`config.mk`:
```
export PLATFORM = sky130hd
export DESIGN_NAME = adc_sample_packer
export DESIGN_NICKNAME = d
export VERILOG_FILES = /design/src/rtl/adc_sample_packer.sv
export SDC_FILE = /design/constraint.sdc
export NUM_CORES = 1
export LEC_CHECK = 0
export BUFFER_PORTS_ARGS = -buffer_cell sky130_fd_sc_hd__buf_2
export CAP_MARGIN = 40
export CORE_MARGIN = 2
export CORE_UTILIZATION = 40
export CTS_CLUSTER_SIZE = 10
export DETAILED_ROUTE_END_ITERATION = 8
export GPL_TIMING_DRIVEN = 0
export HOLD_SLACK_MARGIN = 0.06
export PLACE_DENSITY = 0.68
export SYNTH_ARGS = -nofsm -noshare
export SYNTH_HDL_FRONTEND = slang
export SYNTH_SLANG_ARGS = --single-unit
```
`constraint.sdc`:
```
create_clock -name clk -period 7.2 [get_ports clk]
set_clock_uncertainty 0.1 [all_clocks]
set_input_delay 0.36 -clock clk [delete_from_list [all_inputs] [get_ports clk]]
set_output_delay 0.36 -clock clk [all_outputs]
set_load 0.01 [all_outputs]
```
`src/rtl/adc_sample_packer.sv`:
```
// -----------------------------------------------------------------------------
// adc_sample_packer
//
// Captures NUM_CH parallel ADC channels and turns them into OUT_W-bit words.
// Each word packs up to P = OUT_W/ADC_W samples. Words are presented on a
// valid/ready interface through a single holding register. When a completed
// word finds that register occupied, the word is dropped and counted.
//
// Pipeline:
//   edge k   : sample select (ramp / channel / interleave), keep strobe
//   edge k+1 : offset-binary conversion, packing, output register update
//
// Ports:
//   clk        sample clock
//   rst        asynchronous active-high reset
//   sample_en  acquisition enable; its rising edge latches the configuration
//   mode       0 = test ramp, 1 = single channel, 2 = interleave (3 acts as 1)
//   ch_sel     channel for single-channel mode (out of range -> channel 0)
//   pack_en    1 = P samples per word, 0 = one zero-extended sample per word
//   signed_in  1 = input is two's complement; converted to offset binary
//   decim      keep one of every decim+1 sample slots
//   adc_data   channel c at bits [c*ADC_W +: ADC_W]
//   out_data   packed output word
//   out_ch     channel of the sample held in the word LSBs
//   out_valid  word available
//   out_ready  downstream accepts when out_valid & out_ready
//   overrun    sticky flag: at least one word was dropped
//   drop_cnt   saturating count of dropped words
// -----------------------------------------------------------------------------
module adc_sample_packer #(
    parameter int NUM_CH  = 2,
    parameter int ADC_W   = 8,
    parameter int OUT_W   = 16,
    parameter int DECIM_W = 16,
    localparam int CH_W   = (NUM_CH > 1) ? $clog2(NUM_CH) : 1
) (
    input  logic                      clk,
    input  logic                      rst,
    input  logic                      sample_en,
    input  logic [1:0]                mode,
    input  logic [CH_W-1:0]           ch_sel,
    input  logic                      pack_en,
    input  logic                      signed_in,
    input  logic [DECIM_W-1:0]        decim,
    input  logic [NUM_CH*ADC_W-1:0]   adc_data,
    output logic [OUT_W-1:0]          out_data,
    output logic [CH_W-1:0]           out_ch,
    output logic                      out_valid,
    input  logic                      out_ready,
    output logic                      overrun,
    output logic [15:0]               drop_cnt
);

    localparam int P    = OUT_W / ADC_W;
    localparam int PC_W = (P > 1) ? $clog2(P) : 1;
    localparam logic [ADC_W-1:0] MSB_FLIP = ADC_W'(1) << (ADC_W - 1);
    localparam logic [CH_W:0]    NUM_CH_L = (CH_W + 1)'(NUM_CH);

    // Latched configuration and sequencing state
    logic                r_en_d;
    logic [1:0]          r_mode;
    logic [CH_W-1:0]     r_ch_sel;
    logic                r_pack;
    logic                r_signed;
    logic [DECIM_W-1:0]  r_decim;
    logic [DECIM_W-1:0]  r_dcnt;
    logic [ADC_W-1:0]    r_ramp;
    logic [CH_W-1:0]     r_idx;

    // Stage-1 registers (selected sample plus its attributes)
    logic                r_s1_vld;
    logic                r_s1_en;
    logic [ADC_W-1:0]    r_s1_data;
    logic [CH_W-1:0]     r_s1_ch;
    logic                r_s1_cvt;
    logic                r_s1_pack;

    // Packing state
    logic [PC_W-1:0]     r_pcnt;
    logic [OUT_W-1:0]    r_buf;
    logic [CH_W-1:0]     r_word_ch;

    // Output holding register and statistics
    logic [OUT_W-1:0]    r_out_data;
    logic [CH_W-1:0]     r_out_ch;
    logic                r_out_valid;
    logic                r_overrun;
    logic [15:0]         r_drop_cnt;

    logic                w_rise;
    logic [1:0]          w_mode_raw;
    logic [1:0]          w_mode;
    logic [CH_W-1:0]     w_ch_sel;
    logic                w_pack;
    logic                w_signed;
    logic [DECIM_W-1:0]  w_decim;
    logic                w_keep;
    logic                w_dcnt_wrap;
    logic [CH_W-1:0]     w_sel_ch;
    logic [ADC_W-1:0]    w_chan_data;
    logic [ADC_W-1:0]    w_sample;
    logic [ADC_W-1:0]    w_conv;
    logic [OUT_W-1:0]    w_word;
    logic [CH_W-1:0]     w_word_ch;
    logic                w_last;
    logic                w_done;
    logic                w_accept;
    logic                w_load;
    logic                w_drop;

    // The latch cycle itself already runs with the incoming configuration.
    assign w_rise      = sample_en & ~r_en_d;
    assign w_mode_raw  = w_rise ? mode      : r_mode;
    assign w_ch_sel    = w_rise ? ch_sel    : r_ch_sel;
    assign w_pack      = w_rise ? pack_en   : r_pack;
    assign w_signed    = w_rise ? signed_in : r_signed;
    assign w_decim     = w_rise ? decim     : r_decim;
    assign w_mode      = (w_mode_raw == 2'd3) ? 2'd1 : w_mode_raw;
    // dcnt is held at 0 while disabled, so the first enabled slot is kept.
    assign w_keep      = sample_en & (r_dcnt == {DECIM_W{1'b0}});
    assign w_dcnt_wrap = (r_dcnt >= w_decim);

    // Source channel selection and sample mux
    always_comb begin
        w_sel_ch    = {CH_W{1'b0}};
        w_chan_data = {ADC_W{1'b0}};
        case (w_mode)
            2'd0: w_sel_ch = {CH_W{1'b0}};
            2'd2: w_sel_ch = r_idx;
            default: begin
                if ({1'b0, w_ch_sel} < NUM_CH_L) begin
                    w_sel_ch = w_ch_sel;
                end else begin
                    w_sel_ch = {CH_W{1'b0}};
                end
            end
        endcase
        for (int c = 0; c < NUM_CH; c++) begin
            if (CH_W'(c) == w_sel_ch) begin
                w_chan_data = adc_data[c*ADC_W +: ADC_W];
            end else begin
                w_chan_data = w_chan_data;
            end
        end
        if (w_mode == 2'd0) begin
            w_sample = r_ramp;
        end else begin
            w_sample = w_chan_data;
        end
    end

    // Config latch, slot counter, ramp/interleave sequencing and stage-1 capture
    always_ff @(posedge clk or posedge rst) begin
        if (rst) begin
            r_en_d    <= 1'b0;
            r_mode    <= 2'd0;
            r_ch_sel  <= {CH_W{1'b0}};
            r_pack    <= 1'b0;
            r_signed  <= 1'b0;
            r_decim   <= {DECIM_W{1'b0}};
            r_dcnt    <= {DECIM_W{1'b0}};
            r_ramp    <= {ADC_W{1'b0}};
            r_idx     <= {CH_W{1'b0}};
            r_s1_vld  <= 1'b0;
            r_s1_en   <= 1'b0;
            r_s1_data <= {ADC_W{1'b0}};
            r_s1_ch   <= {CH_W{1'b0}};
            r_s1_cvt  <= 1'b0;
            r_s1_pack <= 1'b0;
        end else begin
            r_en_d <= sample_en;
            if (w_rise) begin
                r_mode   <= mode;
                r_ch_sel <= ch_sel;
                r_pack   <= pack_en;
                r_signed <= signed_in;
                r_decim  <= decim;
            end
            if (!sample_en) begin
                r_dcnt <= {DECIM_W{1'b0}};
                r_ramp <= {ADC_W{1'b0}};
                r_idx  <= {CH_W{1'b0}};
            end else begin
                r_dcnt <= w_dcnt_wrap ? {DECIM_W{1'b0}} : r_dcnt + DECIM_W'(1);
                if (w_keep && (w_mode == 2'd0)) begin
                    r_ramp <= r_ramp + ADC_W'(1);
                end
                if (w_keep && (w_mode == 2'd2)) begin
                    r_idx <= (r_idx == CH_W'(NUM_CH - 1)) ? {CH_W{1'b0}} : r_idx + CH_W'(1);
                end
            end
            r_s1_vld  <= w_keep;
            r_s1_en   <= sample_en;
            r_s1_data <= w_sample;
            r_s1_ch   <= w_sel_ch;
            // The ramp is already offset binary; only ADC samples are converted.
            r_s1_cvt  <= w_signed & (w_mode != 2'd0);
            r_s1_pack <= (P > 1) ? w_pack : 1'b0;
        end
    end

    assign w_conv = r_s1_cvt ? (r_s1_data ^ MSB_FLIP) : r_s1_data;
    assign w_last = (r_pcnt == PC_W'(P - 1));
    assign w_done = r_s1_vld & (~r_s1_pack | w_last);

    // Word assembly: the new sample goes into slot r_pcnt, earlier slots come
    // from the buffer, and later slots stay zero.
    always_comb begin
        w_word = {OUT_W{1'b0}};
        if (!r_s1_pack) begin
            w_word[ADC_W-1:0] = w_conv;
        end else begin
            for (int k = 0; k < P; k++) begin
                if (PC_W'(k) == r_pcnt) begin
                    w_word[k*ADC_W +: ADC_W] = w_conv;
                end else if (PC_W'(k) < r_pcnt) begin
                    w_word[k*ADC_W +: ADC_W] = r_buf[k*ADC_W +: ADC_W];
                end else begin
                    w_word[k*ADC_W +: ADC_W] = {ADC_W{1'b0}};
                end
            end
        end
        if (r_s1_pack && (r_pcnt != {PC_W{1'b0}})) begin
            w_word_ch = r_word_ch;
        end else begin
            w_word_ch = r_s1_ch;
        end
    end

    assign w_accept = r_out_valid & out_ready;
    assign w_load   = w_done & (~r_out_valid | w_accept);
    assign w_drop   = w_done & ~w_load;

    // Packing counter, output holding register and drop statistics
    always_ff @(posedge clk or posedge rst) begin
        if (rst) begin
            r_pcnt      <= {PC_W{1'b0}};
            r_buf       <= {OUT_W{1'b0}};
            r_word_ch   <= {CH_W{1'b0}};
            r_out_data  <= {OUT_W{1'b0}};
            r_out_ch    <= {CH_W{1'b0}};
            r_out_valid <= 1'b0;
            r_overrun   <= 1'b0;
            r_drop_cnt  <= 16'h0000;
        end else begin
            // The stage-1 enable trails sample_en by one edge, so a partial
            // word is discarded only after its last kept sample was packed.
            if (!r_s1_en) begin
                r_pcnt <= {PC_W{1'b0}};
            end else if (r_s1_vld && r_s1_pack) begin
                r_pcnt <= w_last ? {PC_W{1'b0}} : r_pcnt + PC_W'(1);
                r_buf  <= w_word;
                if (r_pcnt == {PC_W{1'b0}}) begin
                    r_word_ch <= r_s1_ch;
                end
            end

            if (w_load) begin
                r_out_data  <= w_word;
                r_out_ch    <= w_word_ch;
                r_out_valid <= 1'b1;
            end else if (w_accept) begin
                r_out_valid <= 1'b0;
            end

            if (w_rise) begin
                r_overrun  <= 1'b0;
                r_drop_cnt <= 16'h0000;
            end else if (w_drop) begin
                r_overrun <= 1'b1;
                if (r_drop_cnt != 16'hFFFF) begin
                    r_drop_cnt <= r_drop_cnt + 16'd1;
                end
            end
        end
    end

    assign out_data  = r_out_data;
    assign out_ch    = r_out_ch;
    assign out_valid = r_out_valid;
    assign overrun   = r_overrun;
    assign drop_cnt  = r_drop_cnt;

endmodule

```
Word level (Yosys, flattened, before mapping)

Cells that the tools add are included.

Input port bits: 41
Memories kept: 0
ROM bits: 0
Word-level logic and storage cells: 96
Bits in latches: 0
Flip-flop bits (word level): 111
Output and inout port bits: 35
Memory bits (writable): 0

Multiplexer cells: 33
Add/subtract/negate cells: 5
Equal/unequal tests: 6
$mul: 0
Magnitude comparators: 3
Bitwise logic cells: 15
Shift operators: 0
Divide/modulo/power cells: 0
Reductions and logical operators: 13

Operators by type and width:

| cell                                           | number |
|---|---|
| two-way mux 16 bit                             | 6 |
| two-way mux 8 bit                              | 11 |
| adder 16 x 1 -> 16 bit (second input constant) | 2 |
| greater-or-equal comparator 16 bit             | 1 |
| zero test 16 bit                               | 1 |
| != test 16 bit (second input constant)         | 1 |
| two-way mux 1 bit                              | 13 |
| adder 8 x 1 -> 8 bit (second input constant)   | 1 |
| nonzero test 2 bit                             | 4 |
| bitwise AND 1 bit                              | 7 |
| != test 2 x 1 -> 1 bit (second input constant) | 3 |
| inverter 1 bit                                 | 6 |
| equality test 2 bit (second input constant)    | 2 |
| logical AND 1 bit                              | 4 |
| two-way mux 2 bit                              | 2 |
| AND reduction 2 bit                            | 2 |
| AND reduction 3 bit                            | 1 |
| adder 1 bit (second input constant)            | 2 |
| zero test 2 bit                                | 1 |
| < comparator 1 bit (first input constant)      | 2 |
| OR 1 bit                                       | 2 |
| case mux 1 bit (2 select lines)                | 1 |

Logic depth before layout (Yosys ltp)

Gate-level depths: netlist of the first run.

Depth after elaboration: 9
Mapped depth: 13
Mapped depth without buffers: 10

Worst setup path after synthesis of the first run

Ideal clock, no wire load.

Path type: flip-flop to flip-flop
Start point: register, netlist name r_s1_en
End point: register r_dcnt[10]
Cell stages (with the launch flop): 12
Period minus slack after synthesis: 2.758 ns
Arrival time: 2.537 ns
Path buffers: 3
Data required time: 6.979 ns
Path slack: 4.442 ns
Setup time: 0.121 ns
Path through: dfrtp_1 > nand2b_1 > buf_6 > buf_2 > mux2i_1 > ha_1 > nand4_1 > nor3_1 > nand3_1 > o311ai_2 > buf_2 > nor2_1

RTL lines:

| what                 | RTL line | RTL |
|---|---|---|
| to (signal assigned) | 161      | `r_dcnt <= {DECIM_W{1'b0}};` |
| to (signal assigned) | 180      | `r_dcnt <= {DECIM_W{1'b0}};` |
| to (signal assigned) | 184      | `r_dcnt <= w_dcnt_wrap ? {DECIM_W{1'b0}} : r_dcnt + DECIM_W'(1);` |
| to (decl)            | 66       | `logic [DECIM_W-1:0] r_dcnt;` |

==> flow_metrics.env, run 1 <==
export IMPL_status="finished, final reports clean"
export IMPL_finalHoldViolations=0
export IMPL_start_util_pct=40.8
export IMPL_worst_slack_ns=3.81
export IMPL_worstMarginPinSlew_ns=0.553
export IMPL_reg2reg_from="r_s1_en"
export IMPL_globalRouteTotalUtil_pct=16.6
export IMPL_min_from="pack_en"
export IMPL_finalPower_w=0.00148
export IMPL_endpoint_kind="register"
export IMPL_io_buffers=75
export IMPL_max_cap_viol_count=0
export IMPL_fill_cells=1181
export IMPL_path_max_fanout=10
export IMPL_antenna_found_initial=1
export IMPL_drcViolationCount=0
export IMPL_slowest_stage="o311ai_2"
export IMPL_dr_pass1_iters=4
export IMPL_synth_top_area_share_pct=50.5
export IMPL_fp_dieW_um=117
export IMPL_yosys_area_top_type="dfrtp_1"
export IMPL_die_area_mm2=0.0137
export IMPL_via_count=3972
export IMPL_grt_pass1_vias=3779
export IMPL_drtAntennaViolNets=0
export IMPL_routed_wl_mm=10.7
export IMPL_die_h_um=117
export IMPL_cp_cell_sequence="nor2b_1 > buf_4 > clkbuf_1 > nand2_1 > nand2_1 > inv_1 > ha_1 > nand2_1 > nor3_1 > nand3_1 > o311ai_2 > buf_2 > nor2_1"
export IMPL_layout_drive_gt1_share_pct=20.6
export IMPL_synth_cell_types=54
export IMPL_setup_viol=0
export IMPL_syn_avg_cell_area_um2=9.93
export IMPL_netlist_area_mm2=0.00510
export IMPL_post_place_ws_ns=3.61
export IMPL_wire_per_inst_um=13.8
export IMPL_max_freq_ghz=0.295
export IMPL_hpwl_mm=7.87
export IMPL_cpPeakStageDelay_ns=0.56
export IMPL_cp_start_kind="register"
export IMPL_rows=41
export IMPL_ys_seq_area_share_pct=50.5
export IMPL_nets=663
export IMPL_grt_max_degree=70
export IMPL_synth_seq_cells=103
export IMPL_max_slew_margin_pct=63.1
export IMPL_cts_setup_buffers=0
export IMPL_mostFrequentLayoutCell="dfrtp_1"
export IMPL_ios=76
export IMPL_cts_buffers=9
export IMPL_crit_type="register to register"
export IMPL_drv_slew=0
export IMPL_clock_sinks=103
export IMPL_netlist_instances=514
export IMPL_utilization_pct=48.4
export IMPL_period_share_pct=47.1
export IMPL_required_ns=7.34
export IMPL_syn_num_nets=575
export IMPL_layout_common_cells="dfrtp_1, nand2_1, buf_2"
export IMPL_fin_tns_setup_ns=0
export IMPL_fin_crit_ns=3.39
export IMPL_tritoncts="yes"
export IMPL_post_cts_resized=0
export IMPL_whs_ns=0.104
export IMPL_synth_area_leaders="dfrtp_1, nand2_1, ha_1"
export IMPL_rsz0062_at_grt="no"
export IMPL_startpoint="r_s1_en"
export IMPL_root_buffer="clkbuf_16"
export IMPL_hp_class="input pin to register"
export IMPL_cts_htree_levels=3
export IMPL_cp_arrival_ns=3.53
export IMPL_drt_initial_drc_count=184
export IMPL_power_density_mw_per_mm2=244
export IMPL_crit_path_frequent_cell="nand2_1"
export IMPL_areaGrowthSynthToFinish_pct=18.6
export IMPL_p_leak_nw=2.94
export IMPL_clk_pin_slew_ns=0.08
export IMPL_ir_drop_mv=0.117
export IMPL_clk_latency_ns=0.35
export IMPL_grt_first_pass_wirelength_mm=17.8
export IMPL_grt_overflow_total=0
export IMPL_synthFlopType="dfrtp_1"
export IMPL_ys_warn_count=0
export IMPL_async_reset_ff_share_pct=100
export IMPL_synth_edf_count=0
export IMPL_coreArea_mm2=0.0125
export IMPL_clock_path_buffers=2
export IMPL_vias_per_cell=5.09
export IMPL_gp_congestion=0.834
## synth_stat cells (2+ instances only)
library cell,n
xnor2_1,14
nor2_1,52
dfrtp_1,103
nand2_1,84
nand3_1,23
buf_6,3
a31oi_1,9
a21oi_1,20
buf_2,4
o21a_1,3
nor3_1,11
o31ai_1,4
or2_2,2
and3_1,7
a211oi_1,2
ha_1,20
and2_1,4
nor4_1,3
nand2b_1,5
clkbuf_1,8
and4_1,3
inv_1,27
buf_4,2
nor4b_2,2
or3_1,2
mux2_2,9
o211ai_1,2
or4_1,2
a211o_1,5
mux2i_1,20
o21ai_0,16
xor2_1,11
nand4_1,8
a2111oi_0,2
a22o_1,2
nor3b_1,2
## metal layers
metal	up-vias	track usage, %	part of all wire, %
met5	-	0	0
met4	0	6.82	2.2
met3	21	3.76	4.1
met2	85	28.4	50
met1	1916	20.3	44
li1	1950	-	-
## power by group
group	switching, W	leakage (nW)	total (W)	internal [W]
Combinational	0.000144	1.46	0.000260	0.000116
Sequential	0.0000545	1.33	0.000720	0.000666
Clock	0.000248	0.152	0.000498	0.000250
## state kept, by name, indices dropped and copies added (netlist names)
| name | count |
|---|---|
| r_s1_vld | 1 |
| r_ramp | 8 |
| drop_cnt | 16 |
| out_ch | 1 |
| r_idx | 1 |
| r_dcnt | 16 |
| r_decim | 16 |
| r_s1_data | 8 |
| r_s1_ch | 1 |
| out_data | 16 |
| r_s1_cvt | 1 |
| r_signed | 1 |
| r_ch_sel | 1 |
| r_buf | 8 |
| overrun | 1 |
| r_s1_en | 1 |
| r_s1_pack | 1 |
| r_pcnt | 1 |
| out_valid | 1 |
| r_word_ch | 1 |
| r_mode | 2 |
## area by class of cell
cell class                 instances  area, µm²  area share, %
multi-input combinational        366       2320           38.4
clock buffer                       9        225           3.72
tap                              172        215           3.56
inverter                          27        104           1.72
timing repair buffer              77        413           6.82
clock inverter                     7       88.8           1.47
antenna                            1       2.50         0.0413
buffer                            18        104           1.72
sequential                       103       2580           42.6
## metrics by stage
stage / instances / instance area (µm²)
2_1_floorplan: 514 / 5100
3_3_place_gp: 761 / 5700
3_5_place_dp: 762 / 5730
4_1_cts: 779 / 6050
5_1_grt: 780 / 6050
6_report: 780 / 6050
## critical path: cells and delay by family (launching register included)
kind | cells | cell delay (ns)
AND/OR/NAND/NOR | 7 | 0.91
flip-flops | 1 | 0.43
buffers and inverters | 4 | 0.97
adder cells (fa/ha/maj) | 1 | 0.28
AO/OA/AOI/OAI | 1 | 0.56
## cell families after synthesis
family / after synthesis / share of synthesized area [%]
xor+xnor: 25 / 4.29
fa+ha+maj: 20 / 4.90
mux: 30 / 6.35
simple gates: 219 / 20.6
flops: 103 / 50.5
compound gates: 72 / 9.34
buf+inv: 45 / 4.02
## what timing repair did
item,in CTS,in global routing
endpoints found under the setup margin,0,0
hold buffers,1,0
endpoints found under the hold margin,34,0
## worst paths after layout
check                          endpoint  slack [ns]  cells past startpoint
min in group asynchronous    r_decim[1]        0.49                      3
min                           r_s1_pack        0.10                      3
min reg2reg                    r_signed        0.37                      2
max                          r_dcnt[12]        3.81                     13
max reg2reg                  r_dcnt[12]        3.81                     13
max in group asynchronous  out_data[11]        5.82                      4
No activity file was read; power rests on OpenSTA's default activity.
==> inputs of run 2 (changes only) <==
Settings changed: ABC_AREA set to 1.
Clock period 7.2 ns to 3.5 ns, I/O delays scaled along.
==> flow_metrics.env, run 2 <==
export IMPL_status="finished, final reports clean"
export IMPL_ys_warn_count=0
export IMPL_syn_avg_cell_area_um2=7.92
export IMPL_synth_edf_count=0
export IMPL_p_leak_nw=3.50
export IMPL_synth_common_cells="nand2_1, dfrtp_1, inv_1"
export IMPL_yosys_area_top_type="dfrtp_1"
export IMPL_drcViolationCount=0
export IMPL_io_buffers=75
export IMPL_coreArea_mm2=0.0137
export IMPL_cp_cell_sequence="dlygate4sd3_1 > buf_2 > nand2_2 > buf_2 > clkbuf_1 > o21ai_0 > ha_1 > nand2_1 > nor2_1 > and2_1 > nor2_1 > nand2_1 > nand2_1 > nand2_1 > buf_2 > nor2_1"
export IMPL_antenna_found_initial=0
export IMPL_clk_pin_slew_ns=0.06
export IMPL_required_ns=3.63
export IMPL_nets=880
export IMPL_netlist_area_mm2=0.00556
export IMPL_post_cts_resized=0
export IMPL_fp_dieW_um=122
export IMPL_grt_first_pass_wirelength_mm=20.8
export IMPL_crit_path_frequent_cell="nand2_1"
export IMPL_ir_drop_mv=0.280
export IMPL_fin_tns_setup_ns=0
export IMPL_max_cap_viol_count=0
export IMPL_cts_buffers=9
export IMPL_die_area_mm2=0.0149
export IMPL_rsz0062_at_grt="no"
export IMPL_cts_setup_buffers=0
export IMPL_async_reset_ff_share_pct=100
export IMPL_synth_area_leaders="dfrtp_1, nand2_1, inv_1"
export IMPL_tritoncts="yes"
export IMPL_rows=43
export IMPL_vias_per_cell=4.69
export IMPL_grt_pass1_vias=4518
export IMPL_layout_common_cells="nand2_1, dfrtp_1, inv_1"
export IMPL_grt_overflow_total=0
export IMPL_setup_viol=0
export IMPL_wire_per_inst_um=12.3
export IMPL_post_dp_cell_area_mm2=0.00619
export IMPL_clock_path_buffers=2
export IMPL_start_util_pct=40.5
export IMPL_drtAntennaViolNets=0
export IMPL_netlist_instances=702
export IMPL_max_freq_ghz=0.321
export IMPL_cts_htree_levels=3
export IMPL_cp_arrival_ns=3.24
export IMPL_drv_slew=0
export IMPL_globalRouteTotalUtil_pct=17.7
export IMPL_clk_latency_ns=0.35
export IMPL_path_max_fanout=10
export IMPL_clock_sinks=103
export IMPL_routed_wl_mm=12.3
export IMPL_power_density_mw_per_mm2=445
export IMPL_post_synth_top_count_cell="nand2_1"
export IMPL_synthXorXnorAreaFrac_pct=2.84
export IMPL_hp_class="input pin to register"
export IMPL_drt_initial_drc_count=259
export IMPL_slowest_stage="dlygate4sd3_1"
export IMPL_synth_seq_cells=103
export IMPL_synth_top_area_share_pct=46.4
export IMPL_max_slew_margin_pct=51.4
export IMPL_crit_type="input pin to register"
export IMPL_mostFrequentLayoutCell="nand2_1"
export IMPL_fin_crit_ns=3.11
export IMPL_syn_num_nets=763
export IMPL_layout_drive_gt1_share_pct=18.4
export IMPL_synth_compound_area_share_pct=7.81
export IMPL_ios=76
export IMPL_endpoint_kind="register"
export IMPL_fill_cells=1344
export IMPL_hpwl_mm=8.95
export IMPL_cpPeakStageDelay_ns=0.54
export IMPL_cp_num_buf_inv=5
export IMPL_grt_max_degree=58
export IMPL_die_h_um=122
export IMPL_ys_seq_area_share_pct=46.4
export IMPL_finalHoldViolations=0
export IMPL_dr_pass1_iters=5
export IMPL_final_area_mm2=0.00678
export IMPL_gp_congestion=0.841
export IMPL_areaGrowthSynthToFinish_pct=21.9
export IMPL_via_count=4697
export IMPL_synthFlopType="dfrtp_1"
export IMPL_holdBufCountCts=30
export IMPL_cp_start_kind="input pin"
export IMPL_synthAdderAreaFrac_pct=4.50
export IMPL_muxShareOfSynthArea_pct=0.203
export IMPL_period_share_pct=88.9
export IMPL_synth_cell_types=36
export IMPL_synth_top_family_by_area="simple AND/OR/NAND/NOR gates"
export IMPL_antenna_cells=0
export IMPL_worstMarginPinSlew_ns=0.729
export IMPL_cp_top_family="buffers and inverters"
export IMPL_synthSimpleGateAreaFrac_pct=30.0
export IMPL_root_buffer="clkbuf_16"
==> run 2: cell count changes in the layout (fill, tap and decap cells not counted), sizes merged, moves of 7 or more <==
cell         delta
o21ai          +44
and3            -7
mux2            -8
inv            +68
a21oi          -15
nand2         +131
nand3          +39
dlygate4sd3    +29
a31oi           -9
mux2i          -21
or2            +16
nor2            +9
xnor2          -11
==> run 2: final timing paths <==
check | startpoint | end | slack, ns | cells past startpoint
worst max-delay path | sample_en | r_dcnt[5] | 0.39 | 16
worst min-delay path | decim[9] | r_decim[9] | 0.07 | 3
worst max register to register | r_s1_en | r_dcnt[5] | 0.46 | 15
worst min register to register | out_data[3] | out_data[3] | 0.38 | 2
max in group asynchronous | rst | r_dcnt[7] | 2.22 | 4
min in group asynchronous | rst | out_valid | 0.40 | 3
==> run 2: stage by stage <==
step / power, W / worst slack [ns] / util (%) / cells / hold WS [ns]
CTS: 0.00305 / 0.366 / 49.4 / 1002 / 0.0601
detailed placement: 0.00202 / 0.462 / 45.1 / 958 / 0.266
floorplan: 0.00182 / 0.521 / - / 702 / 0.106
global placement: 0.00200 / -0.768 / 44.9 / 957 / 0.274
finish: 0.00301 / 0.388 / 49.4 / 1002 / 0.0689
global route: 0.00320 / 0.124 / 49.4 / 1002 / 0.0798
==> run 2: cells by family after synthesis <==
group,Yosys count
buffers and inverters,114
and+or+nand+nor,372
DFF,103
AOI/OAI and AO/OA,74
muxes,1
adders and majority gates,20
xor gates and xnor gates,18
==> run 2: power by group <==
part           internal (W)  switching (W)
combinational      0.000243       0.000342
clock              0.000548       0.000447
sequential          0.00135      0.0000868
total               0.00214       0.000876
==> run 2: cell type report <==
| cell class | instances | area, µm² | area share, % |
|---|---|---|---|
| Buffer | 15 | 91.3 | 1.35 |
| Clock buffer | 9 | 225 | 3.32 |
| Clock inverter | 5 | 61.3 | 0.905 |
| Inverter | 99 | 374 | 5.52 |
| Multi-Input combinational cell | 485 | 2520 | 37.2 |
| Sequential cell | 103 | 2580 | 38.0 |
| Tap cell | 180 | 225 | 3.32 |
| Timing Repair Buffer | 106 | 703 | 10.4 |
==> run 2: metal layers <==
metal,vias up,wire length [µm],track usage [%]
met3,18,381,3.42
met4,0,310,7.69
li1,2436,-,-
met2,67,5850,28.6
met1,2176,5780,23.2
met5,-,0,0
==> run 2: tightest hold or removal path, delay by kind of cell <==
family / cells / cell delay [ns]
buffers and inverters: 2 / 0.15
AO/OA/AOI/OAI: 1 / 0.12
